[src/rtl/fetch_unit_pkg.sv]
// Shared definitions for the instruction fetch stage: state encoding,
// the long-instruction marker bit and the instruction-length helper.
package fetch_unit_pkg;

  typedef enum logic [1:0] {
    S_OP   = 2'd0,
    S_ARG  = 2'd1,
    S_HOLD = 2'd2
  } fetch_state_t;

  localparam int unsigned LONG_BIT_POS = 7;

  function automatic logic [1:0] instr_len(input logic is_long);
    return is_long ? 2'd2 : 2'd1;
  endfunction

endpackage

[src/rtl/fetch_next_addr.sv]
// Combinational next-PC selection: reset, branch redirect, advance past a
// consumed instruction, or hold.
module fetch_next_addr
  import fetch_unit_pkg::*;
#(
  parameter int unsigned ADDR_W = 8
) (
  input  logic              reset,
  input  logic              redirect_valid,
  input  logic [ADDR_W-1:0] redirect_addr,
  input  logic              consume,
  input  logic              is_long,
  input  logic [ADDR_W-1:0] instr_pc,
  input  logic [ADDR_W-1:0] current_address,
  output logic [ADDR_W-1:0] next_address
);

  always_comb begin
    next_address = current_address;
    if (reset)
      next_address = '0;
    else if (redirect_valid)
      next_address = redirect_addr;
    else if (consume)
      next_address = instr_pc + ADDR_W'(instr_len(is_long));
  end

endmodule

[src/rtl/fetch_unit.sv]
// Instruction fetch stage: reads opcode/operand bytes over a req/ack memory
// port, presents them to execute with valid/ready and steers the PC.
module fetch_unit
  import fetch_unit_pkg::*;
#(
  parameter int unsigned ADDR_W   = 8,
  parameter int unsigned DATA_W   = 8,
  parameter int unsigned LONG_BIT = LONG_BIT_POS
) (
  input  logic              clock,
  input  logic              reset,
  input  logic [ADDR_W-1:0] current_address,
  output logic [ADDR_W-1:0] next_address,
  output logic              mem_req,
  output logic [ADDR_W-1:0] mem_addr,
  input  logic              mem_ack,
  input  logic [DATA_W-1:0] mem_rdata,
  output logic              instr_valid,
  input  logic              instr_ready,
  output logic [DATA_W-1:0] instr_op,
  output logic [DATA_W-1:0] instr_arg,
  output logic [ADDR_W-1:0] instr_pc,
  input  logic              redirect_valid,
  input  logic [ADDR_W-1:0] redirect_addr
);

  fetch_state_t state;
  logic         kill;
  logic         flush;

  // A redirect arriving together with the ack discards that byte too.
  assign flush = kill | redirect_valid;

  fetch_next_addr #(
    .ADDR_W(ADDR_W)
  ) u_next_addr (
    .reset          (reset),
    .redirect_valid (redirect_valid),
    .redirect_addr  (redirect_addr),
    .consume        (instr_valid & instr_ready),
    .is_long        (instr_op[LONG_BIT]),
    .instr_pc       (instr_pc),
    .current_address(current_address),
    .next_address   (next_address)
  );

  // mem_addr is captured from next_address, i.e. the value the PC loads on
  // the same edge, so it stays stable even if the PC is redirected later.
  always_ff @(posedge clock) begin
    if (reset) begin
      state       <= S_OP;
      mem_req     <= 1'b0;
      mem_addr    <= '0;
      instr_valid <= 1'b0;
      instr_op    <= '0;
      instr_arg   <= '0;
      instr_pc    <= '0;
      kill        <= 1'b0;
    end else begin
      unique case (state)
        S_OP: begin
          if (!mem_req) begin
            mem_req  <= 1'b1;
            mem_addr <= next_address;
          end else if (mem_ack) begin
            if (flush) begin
              kill     <= 1'b0;
              mem_addr <= next_address;
            end else begin
              instr_op <= mem_rdata;
              instr_pc <= mem_addr;
              if (mem_rdata[LONG_BIT]) begin
                state    <= S_ARG;
                mem_addr <= mem_addr + 1'b1;
              end else begin
                instr_arg   <= '0;
                state       <= S_HOLD;
                instr_valid <= 1'b1;
                mem_req     <= 1'b0;
              end
            end
          end else if (redirect_valid) begin
            kill <= 1'b1;
          end
        end
        S_ARG: begin
          if (mem_ack) begin
            if (flush) begin
              kill     <= 1'b0;
              state    <= S_OP;
              mem_addr <= next_address;
            end else begin
              instr_arg   <= mem_rdata;
              state       <= S_HOLD;
              instr_valid <= 1'b1;
              mem_req     <= 1'b0;
            end
          end else if (redirect_valid) begin
            kill <= 1'b1;
          end
        end
        S_HOLD: begin
          if (redirect_valid || instr_ready) begin
            state       <= S_OP;
            instr_valid <= 1'b0;
            mem_req     <= 1'b1;
            mem_addr    <= next_address;
          end
        end
        default: state <= S_OP;
      endcase
    end
  end

endmodule

[config.mk]
export PLATFORM = sky130hd
export DESIGN_NAME = fetch_unit
export DESIGN_NICKNAME = d
export VERILOG_FILES = /design/src/rtl/fetch_unit_pkg.sv /design/src/rtl/fetch_next_addr.sv /design/src/rtl/fetch_unit.sv
export SDC_FILE = /design/constraint.sdc
export NUM_CORES = 1
export LEC_CHECK = 0
export ABC_CLOCK_PERIOD_IN_PS = 2630
export BUFFER_PORTS_ARGS = -buffer_cell sky130_fd_sc_hd__clkbuf_2
export CAP_MARGIN = 40
export CORE_ASPECT_RATIO = 1.1
export CORE_MARGIN = 4
export CORE_UTILIZATION = 45
export DETAILED_ROUTE_END_ITERATION = 12
export HOLD_SLACK_MARGIN = 0.15
export PLACE_DENSITY = 0.83
export SLEW_MARGIN = 5
export SYNTH_ARGS = -nofsm -noshare
export SYNTH_HDL_FRONTEND = slang
export SYNTH_SLANG_ARGS = --single-unit
[constraint.sdc]
create_clock -name clock -period 2.63 [get_ports clock]
set_input_delay 0.263 -clock clock [delete_from_list [all_inputs] [get_ports clock]]
set_output_delay 0.263 -clock clock [all_outputs]
set_load 0.02 [all_outputs]
* Word level (Yosys, flattened, before mapping)
Cells that the tools add are included.
** Storage, ports and cells
- Register bits after elaboration :: 37
- Bits of input ports :: 29
- Output and inout bits :: 42
- Logic and storage cells :: 84
** Cells by class
- Add/sub/neg operators :: 2
- Eq/ne operators :: 12
- Muxes and demuxes :: 48
- Bitwise operators :: 3
- Reduce and logical (&&, ||, !) cells :: 11
** Operators with widths (count)
- 2-to-1 mux 8 bit :: 16
- case mux 8 bit (3 select lines) :: 1
- 2-to-1 mux 1 bit :: 18
- 2-to-1 mux 2 bit :: 8
- inequality test 2 bit (second input constant) :: 8
- case mux 8 bit (2 select lines) :: 1
- adder 8 x 1 -> 8 bit (second input constant) :: 1
- adder 8 x 2 -> 8 bit :: 1
- AND reduction 4 bit :: 2
- AND reduction 8 bit :: 1
- AND reduction 7 bit :: 1
- case mux 1 bit (3 select lines) :: 2
- case mux 2 bit (3 select lines) :: 1
- AND reduction 6 bit :: 1
- AND reduction 5 bit :: 1
- inequality test 4 bit (second input constant) :: 1
- inequality test 3 bit (second input constant) :: 1
- nonzero test 3 bit :: 1
- equality test 2 x 1 -> 1 bit (second input constant) :: 1
- equality test 2 bit (second input constant) :: 1
- zero test 2 bit :: 1
- case mux 1 bit (2 select lines) :: 1
- AND reduction 2 bit :: 1
- nonzero test 2 bit :: 1
- other kinds (4) :: 4

* Longest topological paths before layout
Gate-level depths: netlist of run 1.
- Depth in word-level cells :: 9
- Mapped depth :: 8
- Mapped depth without buffers :: 8

* Cells and area by module
From an unflattened synthesis of run 1, not the netlist that was laid out.
** Unflattened totals
- Cell total of the unflattened synthesis :: 274
- Area total of the unflattened synthesis :: 2174.6 µm²
** By module, submodules not included
- fetch_unit :: instances 1, cells each 220, area each 1810.5 µm², sequential area each 740.7 µm²
- fetch_next_addr :: instances 1, cells each 54, area each 364.1 µm², sequential area each 0.0 µm²

* Worst setup path after synthesis of run 1
No wires, ideal clock.
- Kind :: register -> output
- From :: register instr_pc[0]
- To :: output next_address[6]
- Arrival :: 2.115 ns
- Data required time :: 2.367 ns
- Setup slack :: 0.252 ns
- Stages on the path, launching flop included :: 7
- Buffers on the path :: 0
- Cells stage by stage :: dfxtp_1 > ha_1 > fa_1 > nand3_1 > or3_1 > a311o_1 > a21oi_1
** On the way
- Word-level cells in the longest chain between the ends :: 4
** Ends and longest elaborated chain
- start, declared :: RTL line fetch_unit.sv:22 : output logic [ADDR_W-1:0] instr_pc,
- start signal, assigned :: RTL line fetch_unit.sv:71 : instr_pc <= mem_addr;
- adder 8 x 2 -> 8 bit :: RTL line fetch_next_addr.sv:25 : next_address = instr_pc + ADDR_W'(instr_len(is_long));
- 2-to-1 mux 8 bit :: RTL line fetch_next_addr.sv:24 : else if (consume)
- 2-to-1 mux 8 bit :: RTL line fetch_next_addr.sv:22 : else if (redirect_valid)
- 2-to-1 mux 8 bit :: RTL line fetch_next_addr.sv:20 : if (reset)
- end, declared :: RTL line fetch_unit.sv:13 : output logic [ADDR_W-1:0] next_address,
Every way passes these cells.

* Worst setup path in the final report of run 1
- From :: register instr_op[7]
- To :: output next_address[6]
** On the way
- Word-level cells in the longest chain between the ends :: 5
** Ends and longest elaborated chain
- start, declared :: RTL line fetch_unit.sv:20 : output logic [DATA_W-1:0] instr_op,
- start signal, assigned :: RTL line fetch_unit.sv:70 : instr_op <= mem_rdata;
- 2-to-1 mux 2 bit :: RTL line fetch_unit_pkg.sv:14 : return is_long ? 2'd2 : 2'd1;
- adder 8 x 2 -> 8 bit :: RTL line fetch_next_addr.sv:25
- 2-to-1 mux 8 bit :: RTL line fetch_next_addr.sv:24
- 2-to-1 mux 8 bit :: RTL line fetch_next_addr.sv:22
- 2-to-1 mux 8 bit :: RTL line fetch_next_addr.sv:20
Every way passes these cells.

==> metrics.csv, run 1 <==
stage,metric,value,unit
status,status,"finished, final reports clean",
sta,skew,0.00282,ns
final_layout,drive_gt1_share,28.4,%
route,ant_nets,0,
synth,synthTopCellsByArea,"dfxtp_1 35%, nand2_1 10%, a21oi_1 8.6%",
final_layout,nFillCells,416,
synth,avgSynthCellArea,7.53,um^2
die,rows,25,
synth,synth_edf_count,0,
min_path,min_from,mem_rdata[3],
critical_path,cp_data_arrival_time,2.25,ns
sta,hold_viol_final,0,
sta,worst_pin_slew,0.465,ns
global_routing,grtUsageTotal,21.1,%
place,gp_congestion,0.898,
power,power.leakage,1.11,nW
synth,yosys_warnings,0,
die,die_x,73.2,um
sta,setup_violations,0,
final_layout,diodes,0,
min_path,hold_end,instr_op[3],
synth,synthArstFlopShare,0,%
sta,max_slew_margin,68.8,%
global_routing,antenna_found_initial,0,
clock_tree,cts_root_buf,clkbuf_8,
die,die_area,0.00584,mm^2
final_layout,area_growth_syn_to_layout,27.1,%
clock_tree,clk_pin_slew,0.08,ns
route,route.detailed.drc,0,
synth,yosysTopAreaCell,dfxtp_1,
critical_path,r2r-end,mem_addr[7],
clock_tree,clock_sinks,37,
min_path,hp-class,in -> reg,
synth,synth_nets,317,
power,peakVddDrop,0.350,mV
sta,maxSlewViolCount,0,
critical_path,ff2ff_path_depth,7,
synth,ys_ff_latch,37,
route,routed_via_density,5.64,
global_routing,top_usage_layer,met2,
sta,fmax,398,MHz
critical_path,r2r_start,state[0],
critical_path,cp.required,2.37,ns
synth,synth_cells,280,
global_routing,grt_max_degree,43,
clock_tree,cts_tree,built,
sta,fin_setup_tns,0,ns
route,wirelength,6030,um
global_routing,grt_first_pass_wirelength,9560,um
global_routing,grt_overflow,0,
sta,period_share,95.5,%
route,drtPass1Iterations,4,
clock_tree,cts.htree.levels,2,
global_routing,met3_usage,5.16,%
clock_tree,cts_inserted_buffers,5,
global_routing,met1_usage,26.6,%
synth,syn_area,0.00211,mm^2
run,maxCapViolations,0,
die,start_util,47.8,%
final_layout,fin_nets,385,
sta,layout_setup_ws,0.119,ns
die,die_y,79.8,um
die,core-area,0.00441,mm^2
route,drt_iter0_markers,153,
min_path,hold_depth,3,
place,portBuffers,70,
synth,synth_top_area_share,35.2,%
synth,synthFlopType,dfxtp_1,
global_routing,grt.met2_usage,33.7,%
clock_tree,insertion_delay,0.30,ns
place,dp_slack,0.267,ns
sta,fin_crit,2.51,ns
route,route.vias.total,2274,
clock_tree,cts_hold_buf,0,
route,wire_per_inst,15.0,um
critical_path,crit_path_end_kind,output pin,
synth,synth.distinct_cells,48,
clock_tree,clk_path_buf_depth,2,
die,num_io_pins,71,
sta,grt_setup_unrepaired,false,
critical_path,path_class,reg -> out,
critical_path,crit_fanout,5,
critical_path,r2r_slack,0.26,ns
power,power_density,610,mW/mm^2
synth,seq_area_frac_synth,35.2,%
place,dp_hpwl,4450,um
sta,hold_ws,0.199,ns
critical_path,startpoint_type,register,
global_routing,grt_pass1_vias,2045,
## area by class of cell
type / count / area (um^2) / area share [%]
Clock inverter: 3 / 68.8 / 2.57
Multi-Input combinational cell: 218 / 1280 / 48.0
Tap cell: 54 / 67.6 / 2.52
Sequential cell: 37 / 744 / 27.8
Clock buffer: 5 / 68.8 / 2.57
Timing Repair Buffer: 78 / 413 / 15.4
Inverter: 8 / 30.0 / 1.12
## flip-flops by register name, indices dropped and copies added, names as in the netlist
| name | flops |
|---|---|
| instr_op | 8 |
| state | 2 |
| instr_pc | 8 |
| mem_addr | 8 |
| instr_valid | 1 |
| kill | 1 |
| instr_arg | 8 |
| mem_req | 1 |
## stage by stage
step                util, %  cell area [um^2]  std cells  total power [mW]
finish                 60.7              2680        403              1.63
CTS                    60.2              2660        402              1.64
global placement       56.9              2510        394              1.03
detailed placement     56.9              2510        394              1.03
global route           60.7              2680        403              1.71
floorplan                 -              2110        280             0.901
## per-layer routing
layer  vias to the layer above  part of all wire [%]
met5                         -                     0
met4                         0                   1.8
met3                         9                   8.3
met2                        86                    47
met1                      1046                    43
li1                       1133                     -
## cell families after synthesis
logic type / count (synthesis) / share of synthesized area (%)
compound gates: 77 / 23.1
xor+xnor: 3 / 1.25
fa+ha+maj: 8 / 5.11
buf+inv: 25 / 4.69
flops: 37 / 35.2
mux: 5 / 2.38
simple gates: 125 / 28.3
## cells in the mapped netlist, types with 2 or more instances
cell type and number:
a211oi_1 9, a21o_1 2, a21oi_1 36, a311oi_1 2, a31oi_1 4, and2_1 5
clkbuf_1 15, dfxtp_1 37, ha_1 7, inv_1 8, mux2i_1 5, nand2_1 57
nand2b_1 2, nand3_1 17, nor2_1 15, nor2b_1 2, nor3_1 7, nor4_1 2
o21a_1 3, o21ai_0 8, o31a_1 2, o32ai_1 2, or2_2 4, or3_1 3
or3b_2 2, xnor2_1 2
## worst max-delay path, stage by stage, from the launching register on
cell	delay, ns
dfxtp_4	0.37
inv_1	0.06
ha_2	0.20
fa_2	0.22
nand3_2	0.10
or3_1	0.32
a311o_1	0.41
a21oi_2	0.13
buf_4	0.15
## cells in the final DEF (no fill, tap or decap), types with 4 or more instances in the layout
cell / n
nor2_1: 15
mux2i_1: 5
clkbuf_2: 69
nor3_1: 7
nand2_1: 57
a211oi_1: 9
a21oi_1: 34
nand3_1: 16
ha_1: 6
or2_2: 4
o21ai_0: 8
clkbuf_8: 5
a31oi_1: 4
inv_1: 8
dfxtp_1: 36
and2_1: 5
buf_4: 9
## worst max-delay path by stage
stage | slack, ns | cells past startpoint | end | start
final | 0.12 | 8 | next_address[6] | instr_op[7]
after global routing | 0.02 | 8 | next_address[6] | instr_op[7]
after CTS | 0.02 | 8 | next_address[6] | instr_op[7]
after detailed placement | 0.27 | 8 | next_address[6] | instr_op[7]
after global placement | 0.34 | 8 | next_address[6] | instr_op[7]
after floorplan | 0.25 | 6 | next_address[6] | instr_pc[0]
## power by group
| group | switching (mW) | internal [mW] | total [mW] |
|---|---|---|---|
| Combinational | 0.231 | 0.146 | 0.377 |
| Clock | 0.224 | 0.382 | 0.606 |
| Sequential | 0.0544 | 0.595 | 0.650 |
| Total | 0.509 | 1.12 | 1.63 |
## repair_timing
| item | 4_1_cts | 5_1_grt |
|---|---|---|
| gates resized for setup | 4 | 5 |
| endpoints found under the setup margin | 1 | 2 |
| buffers inserted | 0 | 1 |
| gates cloned | 0 | 0 |
| pin swaps | 1 | 4 |
Power figures use the tool's default switching activity.
==> run 2: changes to the inputs <==
Settings changed: ABC_AREA set to 1, PLACE_DENSITY 0.83 to 0.82.
==> run 2 against run 1 <==
  * Via count increased by 2.0%
  * Clock skew rose by 0.0035 ns
  * Final area barely moved
  * Synthesized cell count is 17% higher
  * Largest cell class unchanged
==> metrics.csv, run 2 <==
stage,metric,value,unit,change
clock_tree,cts_hold_buf,0,,unchanged
synth,syn_area,0.00220,mm^2,+4.2%
clock_tree,cts.htree.levels,2,,unchanged
critical_path,crit_fanout,4,,-1
clock_tree,clk_pin_slew,0.08,ns,about the same
sta,setup_violations,0,,unchanged
global_routing,grtUsageTotal,19.8,%,-1.3 points
sta,hold_viol_final,0,,unchanged
synth,yosys_warnings,0,,unchanged
final_layout,regArea,742,um^2,-0.34%
die,die_x,74.6,um,+1.9%
sta,fmax,417,MHz,+4.6%
sta,worst_pin_slew,0.516,ns,+0.0509 ns
die,die_y,81.3,um,+1.9%
sta,skew,0.00634,ns,+0.00352 ns
critical_path,cp_slowest_cell,fa_1,,
synth,synth_cells,328,,+17%
final_layout,nFillCells,456,,+9.6%
final_layout,area_growth_syn_to_layout,22.0,%,
final_layout,multi_input_area,0.00123,mm^2,-4.3%
synth,synthTopCellsByCount,"70 x nand2_1, 48 x a21oi_1, 37 x dfxtp_1",,
synth,synth_top_area_share,33.7,%,-1.4 points
sta,hold_ws,0.233,ns,+0.0344 ns
power,power.leakage,1.29,nW,+16%
critical_path,path_class,reg -> out,,
critical_path,cpMostUsedCell,nand2_1,,
sta,fin_crit,2.40,ns,-0.111 ns
synth,synthTopCellsByArea,"dfxtp_1 34%, nand2_1 12%, a21oi_1 11%",,
synth,synthFlopType,dfxtp_1,,
critical_path,cp_cell_sequence,inv_1 > ha_1 > fa_1 > nand2_1 > nor2_1 > nor2_1 > nand2_1 > nand2_1 > nand2_1 > nor2_2 > clkbuf_2,,
route,route.vias.total,2320,,+2.0%
sta,maxSlewViolCount,0,,unchanged
route,ant_nets,0,,unchanged
critical_path,crit_path_end_kind,output pin,,
place,portBuffers,70,,unchanged
synth,synth_edf_count,0,,unchanged
final_layout,fin_nets,431,,+12%
route,wirelength,5660,um,-6.2%
clock_tree,post-cts-setup-buffers,0,,unchanged
place,gp_congestion,0.877,,-2.4%
final_layout,design_area,0.00268,mm^2,about the same
status,status,"finished, final reports clean",,
clock_tree,cts_tree,built,,
final_layout,diodes,0,,unchanged
sta,grt_setup_unrepaired,false,,
critical_path,cp_data_arrival_time,2.14,ns,-0.11 ns
place,dp_hpwl,4350,um,-2.4%
clock_tree,insertion_delay,0.29,ns,about the same
clock_tree,postCtsResizedCells,0,,-4
critical_path,slowest_delay,0.41,ns,about the same
synth,ys_ff_latch,37,,unchanged
die,rows,26,,+4.0%
final_layout,drive_gt1_share,27.8,%,-0.52 points
final_layout,utilization,57.2,%,-3.5 points
clock_tree,cts_inserted_buffers,5,,unchanged
sta,period_share,91.3,%,-4.2 points
route,drtPass1Iterations,4,,unchanged
global_routing,grt_pass1_vias,2179,,+6.6%
die,num_io_pins,71,,unchanged
min_path,hp-class,in -> reg,,
route,drt_iter0_markers,100,,-35%
clock_tree,cts_root_buf,clkbuf_8,,
global_routing,antenna_found_initial,0,,unchanged
synth,avgSynthCellArea,6.69,um^2,-11%
power,peakVddDrop,0.845,mV,+140%
critical_path,r2r_slack,0.74,ns,+0.48 ns
synth,synth.distinct_cells,31,,-35%
die,core-area,0.00468,mm^2,+6.2%
synth,seq_area_frac_synth,33.7,%,-1.4 points
place,post_dp_cell_area,0.00255,mm^2,+1.8%
power,power.total,2.70,mW,+66%
synth,synth_nets,365,,+15%
synth,synth.most_common_cell,nand2_1,,
global_routing,grt_first_pass_wirelength,9510,um,-0.50%
clock_tree,clock_sinks,37,,unchanged
global_routing,grt_overflow,0,,unchanged
final_layout,final_cell_mix,"70 x nand2_1, 70 x clkbuf_2, 48 x a21oi_1, 36 x dfxtp_1, 33 x nand3_1",,
global_routing,grt_max_degree,28,,-35%
die,start_util,46.9,%,-0.90 points
clock_tree,clk_path_buf_depth,2,,unchanged
sta,fin_setup_tns,0,ns,unchanged
route,wire_per_inst,12.5,um,-16%
die,die_area,0.00606,mm^2,+3.8%
power,power_density,1010,mW/mm^2,+65%
critical_path,cp.required,2.37,ns,about the same
route,routed_via_density,5.14,,-8.8%
critical_path,startpoint_type,register,,
synth,synthArstFlopShare,0,%,unchanged
route,route.detailed.drc,0,,unchanged
sta,max_slew_margin,65.4,%,-3.4 points
run,maxCapViolations,0,,unchanged
synth,yosysTopAreaCell,dfxtp_1,,
run 2: changes by cell type after synthesis, moves of 11 or more:
cell / previous run / this run
inv_1: 8 / 30
a21oi_1: 36 / 48
nor2_1: 15 / 31
nand3_1: 17 / 33
nand2_1: 57 / 70
clkbuf_1: 15 / 4
run 2: area by class of cell:
| type | instances | share of cell area (%) |
|---|---|---|
| clock inverters | 2 | 1.40 |
| flip-flops and latches | 37 | 27.7 |
| clock buffers | 6 | 3.08 |
| well taps | 56 | 2.62 |
| repair buffers | 74 | 14.2 |
| multi-input cells | 240 | 45.9 |
| inverters | 36 | 5.09 |
run 2: kinds of logic (layout without fill, tap and decap cells):
family                     Yosys count  in the layout  share of synthesized area, %
and+or+nand+nor                    154            154                          31.8
xor gates and xnor gates             2              2                         0.798
AOI/OAI and AO/OA                   76             76                          18.4
buffers and inverters               51            118                          10.4
adders and majority gates            8              8                          4.90
DFF                                 37             37                          33.7
run 2: worst max-delay path, delay by kind of cell (launching register included):
kind	cells	cell delay (ns)
flip-flops	1	0.38
buffers and inverters	2	0.26
adder cells (fa/ha/maj)	2	0.62
AND/OR/NAND/NOR	7	0.60
run 2: metal layers:
layer	part of all wire (%)	vias to the layer above	global-route usage (%)
met5	0	-	0
met4	1.4	0	6.23
met3	6.0	7	4.08
met2	50	73	34.7
met1	43	1038	23.9
li1	-	1202	-
run 2: worst paths after layout:
path                startpoint              end  depth (start not counted)
hold reg to reg   instr_arg[4]     instr_arg[4]                          2
setup / recovery   instr_op[7]  next_address[4]                         11
hold / removal    mem_rdata[7]         state[0]                          3
setup reg to reg      state[1]      mem_addr[0]                          9
run 2: power by group:
part	total (mW)	internal, mW	switching [mW]	leakage, nW
clock network	0.516	0.308	0.208	0.0574
registers	0.814	0.681	0.133	0.302
logic	1.37	0.455	0.917	0.931
total	2.70	1.44	1.26	1.29
run 2: through the flow:
step,worst slack [ns],cells
finish,0.230,451
global route,0.0179,451
global placement,0.558,443
CTS,0.125,451
floorplan,0.633,328
detailed placement,0.452,443
==> run 3: changes to the inputs <==
Settings changed: BUFFER_PORTS_ARGS -buffer_cell sky130_fd_sc_hd__clkbuf_2 to unset, CAP_MARGIN 40 to 25, DONT_BUFFER_PORTS set to 1, PLACE_DENSITY 0.82 to 0.7, SYNTH_HIERARCHICAL set to 1.
==> run 3 against run 2 <==
  * Wire length grew 9.9%
  * Highest routed layer unchanged
  * Global-route usage grew 1.3 points
  * Combinational power decreased by 35%
  * Non-clock buffer count shrank 59
  * Flip-flop and latch count stayed put
  * Largest power group is now registers
  * Die area is 0.30% higher
==> metrics.csv, run 3 <==
stage,metric,value,unit,change
status,status,"finished, final reports clean",,
synth,yosys_warnings,6,,+6
synth,yosysTopAreaCell,dfxtp_1,,
critical_path,path_buf_inv,1,,-1
sta,skew,0.00901,ns,+0.00267 ns
final_layout,diodes,0,,unchanged
global_routing,grt_first_pass_wirelength,9940,um,+4.6%
final_layout,final_cell_mix,"87 x nand2_1, 39 x nor2_1, 38 x a21oi_1, 37 x dfxtp_1, 36 x nand3_1",,
synth,synth_compound_area_share,16.7,%,-1.7 points
sta,maxSlewViolCount,0,,unchanged
final_layout,drive_gt1_share,9.35,%,-18 points
synth,synth_mux_area_share,0,%,unchanged
sta,fmax,413,MHz,-0.83%
synth,synth_edf_count,0,,unchanged
min_path,hold_depth,2,,-1
route,wirelength,6220,um,+9.9%
synth,syn_area,0.00220,mm^2,+0.34%
sta,fin_setup_tns,0,ns,unchanged
power,power_density,1020,mW/mm^2,+1.5%
final_layout,utilization,53.4,%,-3.8 points
final_layout,fin_nets,389,,-9.7%
power,switching_share,45.6,%,-0.94 points
power,power.leakage,1.10,nW,-15%
critical_path,crit_fanout,3,,-1
clock_tree,cts_tree,built,,
route,route.vias.total,2207,,-4.9%
clock_tree,cts_root_buf,clkbuf_8,,
sta,max_slew_margin,35.8,%,-30 points
power,switchingPower,1.17,mW,-7.1%
die,rows,26,,unchanged
min_path,min_from,mem_rdata[7],,
power,power.share.clock,23.8,%,+4.7 points
die,num_io_pins,71,,unchanged
global_routing,grt_max_degree,25,,-11%
sta,fin_crit,2.42,ns,+0.0201 ns
clock_tree,clk_path_buf_depth,2,,unchanged
clock_tree,clk_pin_slew,0.07,ns,about the same
clock_tree,clock_sinks,37,,unchanged
critical_path,path_class,reg -> out,,
final_layout,final_common_cell,nand2_1,,
synth,synth_simple_gate_area_share,34.7,%,+2.9 points
sta,hold_viol_final,0,,unchanged
synth,avgSynthCellArea,6.50,um^2,-2.9%
clock_tree,insertion_delay,0.29,ns,about the same
critical_path,cp_cell_sequence,ha_1 > fa_1 > nand2_1 > inv_1 > nand2_1 > nand3_1 > a21oi_1,,
run,maxCapViolations,0,,unchanged
die,die_x,74.7,um,+0.15%
route,drt_iter0_markers,127,,+27%
critical_path,startpoint_type,register,,
synth,synthTopCellsByCount,"87 x nand2_1, 39 x nor2_1, 38 x a21oi_1",,
synth,synthArstFlopShare,0,%,unchanged
route,wire_per_inst,15.2,um,+21%
critical_path,cp_slowest_cell,a21oi_1,,
synth,seq_area_frac_synth,33.6,%,-0.11 points
route,drtPass1Iterations,4,,unchanged
die,start_util,47.0,%,+0.16 points
synth,synth.distinct_cells,31,,unchanged
route,routed_via_density,5.40,,+4.9%
critical_path,cp_data_arrival_time,2.16,ns,+0.02 ns
synth,synthTopCellsByArea,"dfxtp_1 34%, nand2_1 15%, a21oi_1 8.6%",,
synth,synth_fa_ha_area_share,4.88,%,-0.017 points
min_path,hold_end,instr_op[7],,
critical_path,crit_path_end_kind,output pin,,
synth,synth_nets,376,,+3.0%
global_routing,grt_overflow,0,,unchanged
critical_path,cpMostUsedCell,nand2_1,,
clock_tree,cts.htree.levels,2,,unchanged
place,dp_slack,0.406,ns,-0.0464 ns
synth,synth.most_common_cell,nand2_1,,
synth,synthFlopType,dfxtp_1,,
clock_tree,cts_inserted_buffers,5,,unchanged
critical_path,r2r-end,mem_addr[6],,
power,p_int,1.39,mW,-3.6%
synth,synth_cells,339,,+3.4%
power,pwr-share-comb,35.0,%,-16 points
route,ant_nets,0,,unchanged
critical_path,r2r_slack,0.36,ns,-0.38 ns
final_layout,area_growth_syn_to_layout,13.5,%,
synth,synth_top_area_share,33.6,%,-0.11 points
global_routing,antenna_found_initial,0,,unchanged
min_path,hp-class,in -> reg,,
die,core-area,0.00468,mm^2,unchanged
critical_path,slowest_delay,0.45,ns,+0.04 ns
power,peakVddDrop,0.548,mV,-35%
critical_path,ff2ff_path_depth,11,,+2
sta,setup_violations,0,,unchanged
critical_path,cp.required,2.37,ns,about the same
synth,synth_xor_area_share,1.19,%,+0.39 points
synth,ys_ff_latch,37,,unchanged
critical_path,r2r_start,instr_pc[0],,
place,gp_congestion,0.838,,-4.5%
die,die_y,81.4,um,+0.15%
sta,layout_setup_ws,0.210,ns,-0.0201 ns
synth,synth_top_family_by_area,simple AND/OR/NAND/NOR gates,,
sta,grt_setup_unrepaired,false,,
global_routing,grtUsageTotal,21.0,%,+1.3 points
route,route.detailed.drc,0,,unchanged
die,die_area,0.00608,mm^2,+0.30%
sta,period_share,92.0,%,+0.76 points
place,dp_hpwl,4450,um,+2.3%
place,portBuffers,0,,-100%
global_routing,grt_pass1_vias,2148,,-1.4%
sta,worst_pin_slew,0.959,ns,+0.443 ns
critical_path,critPathTopFamily,adder cells,,
power,p_seq_share,41.2,%,+11 points
run 3: cell count changes after synthesis, sizes merged, moves of 2 or more:
| cell | change |
|---|---|
| nor2 | +5 |
| nand3 | +4 |
| xnor2 | +2 |
| o21ai | +2 |
| buf | -6 |
| nor3 | -3 |
| nand2 | +15 |
| inv | +4 |
| a21oi | -14 |
run 3: metal layers:
metal	GRT usage (%)	share of wire, %
met1	24.2	39
met5	0	0
met3	7.92	12
met2	36.7	48
met4	4.80	0.87
run 3: how the worst max path moves through the flow:
stage,from,to,slack (ns),depth (start not counted)
final,instr_pc[0],next_address[4],0.21,7
after global routing,instr_pc[0],next_address[4],0.03,7
after CTS,instr_pc[0],next_address[6],0.19,8
after detailed placement,instr_pc[0],mem_addr[4],0.41,11
after global placement,instr_pc[0],mem_addr[6],0.46,11
after floorplan,instr_op[7],mem_addr[6],0.32,11
run 3: timing repair:
item                                   in CTS  in global routing
endpoints found under the hold margin      24                  0
resized for setup                           0                  0
buffers inserted                            0                  0
hold buffers                                9                  0
run 3: stage by stage:
stage | cell area [um^2] | power (mW) | hold slack, ns | cells
finish | 2500 | 2.56 | 0.173 | 409
global route | 2500 | 2.75 | 0.164 | 409
CTS | 2500 | 2.58 | 0.165 | 409
detailed placement | 2270 | 1.94 | 0.340 | 392
global placement | 2270 | 1.93 | 0.335 | 392
floorplan | 2200 | 1.73 | 0.427 | 339
run 3: kinds of logic after synthesis:
group	count (synthesis)
buffers and inverters	49
flip-flops	37
AO/OA/AOI/OAI	68
AND/OR/NAND/NOR	174
adder cells (fa/ha/maj)	8
XOR/XNOR	3
run 3: power groups by stage:
| stage | logic (mW) | registers (mW) | clock network (mW) |
|---|---|---|---|
| after floorplan | 0.725 | 1.00 | 0 |
| after detailed placement | 0.873 | 1.07 | 0 |
| after CTS | 0.898 | 1.06 | 0.618 |
| after global routing | 1.03 | 1.08 | 0.647 |
| final | 0.896 | 1.05 | 0.610 |
| after global placement | 0.856 | 1.07 | 0 |
run 3: layout make-up:
class / instances / area, um^2
clock buffers: 5 / 68.8
flip-flops and latches: 37 / 741
inverters: 40 / 151
multi-input cells: 253 / 1270
well taps: 56 / 70.1
fillers: 482 / 2180
clock inverters: 3 / 68.8
repair buffers: 15 / 135
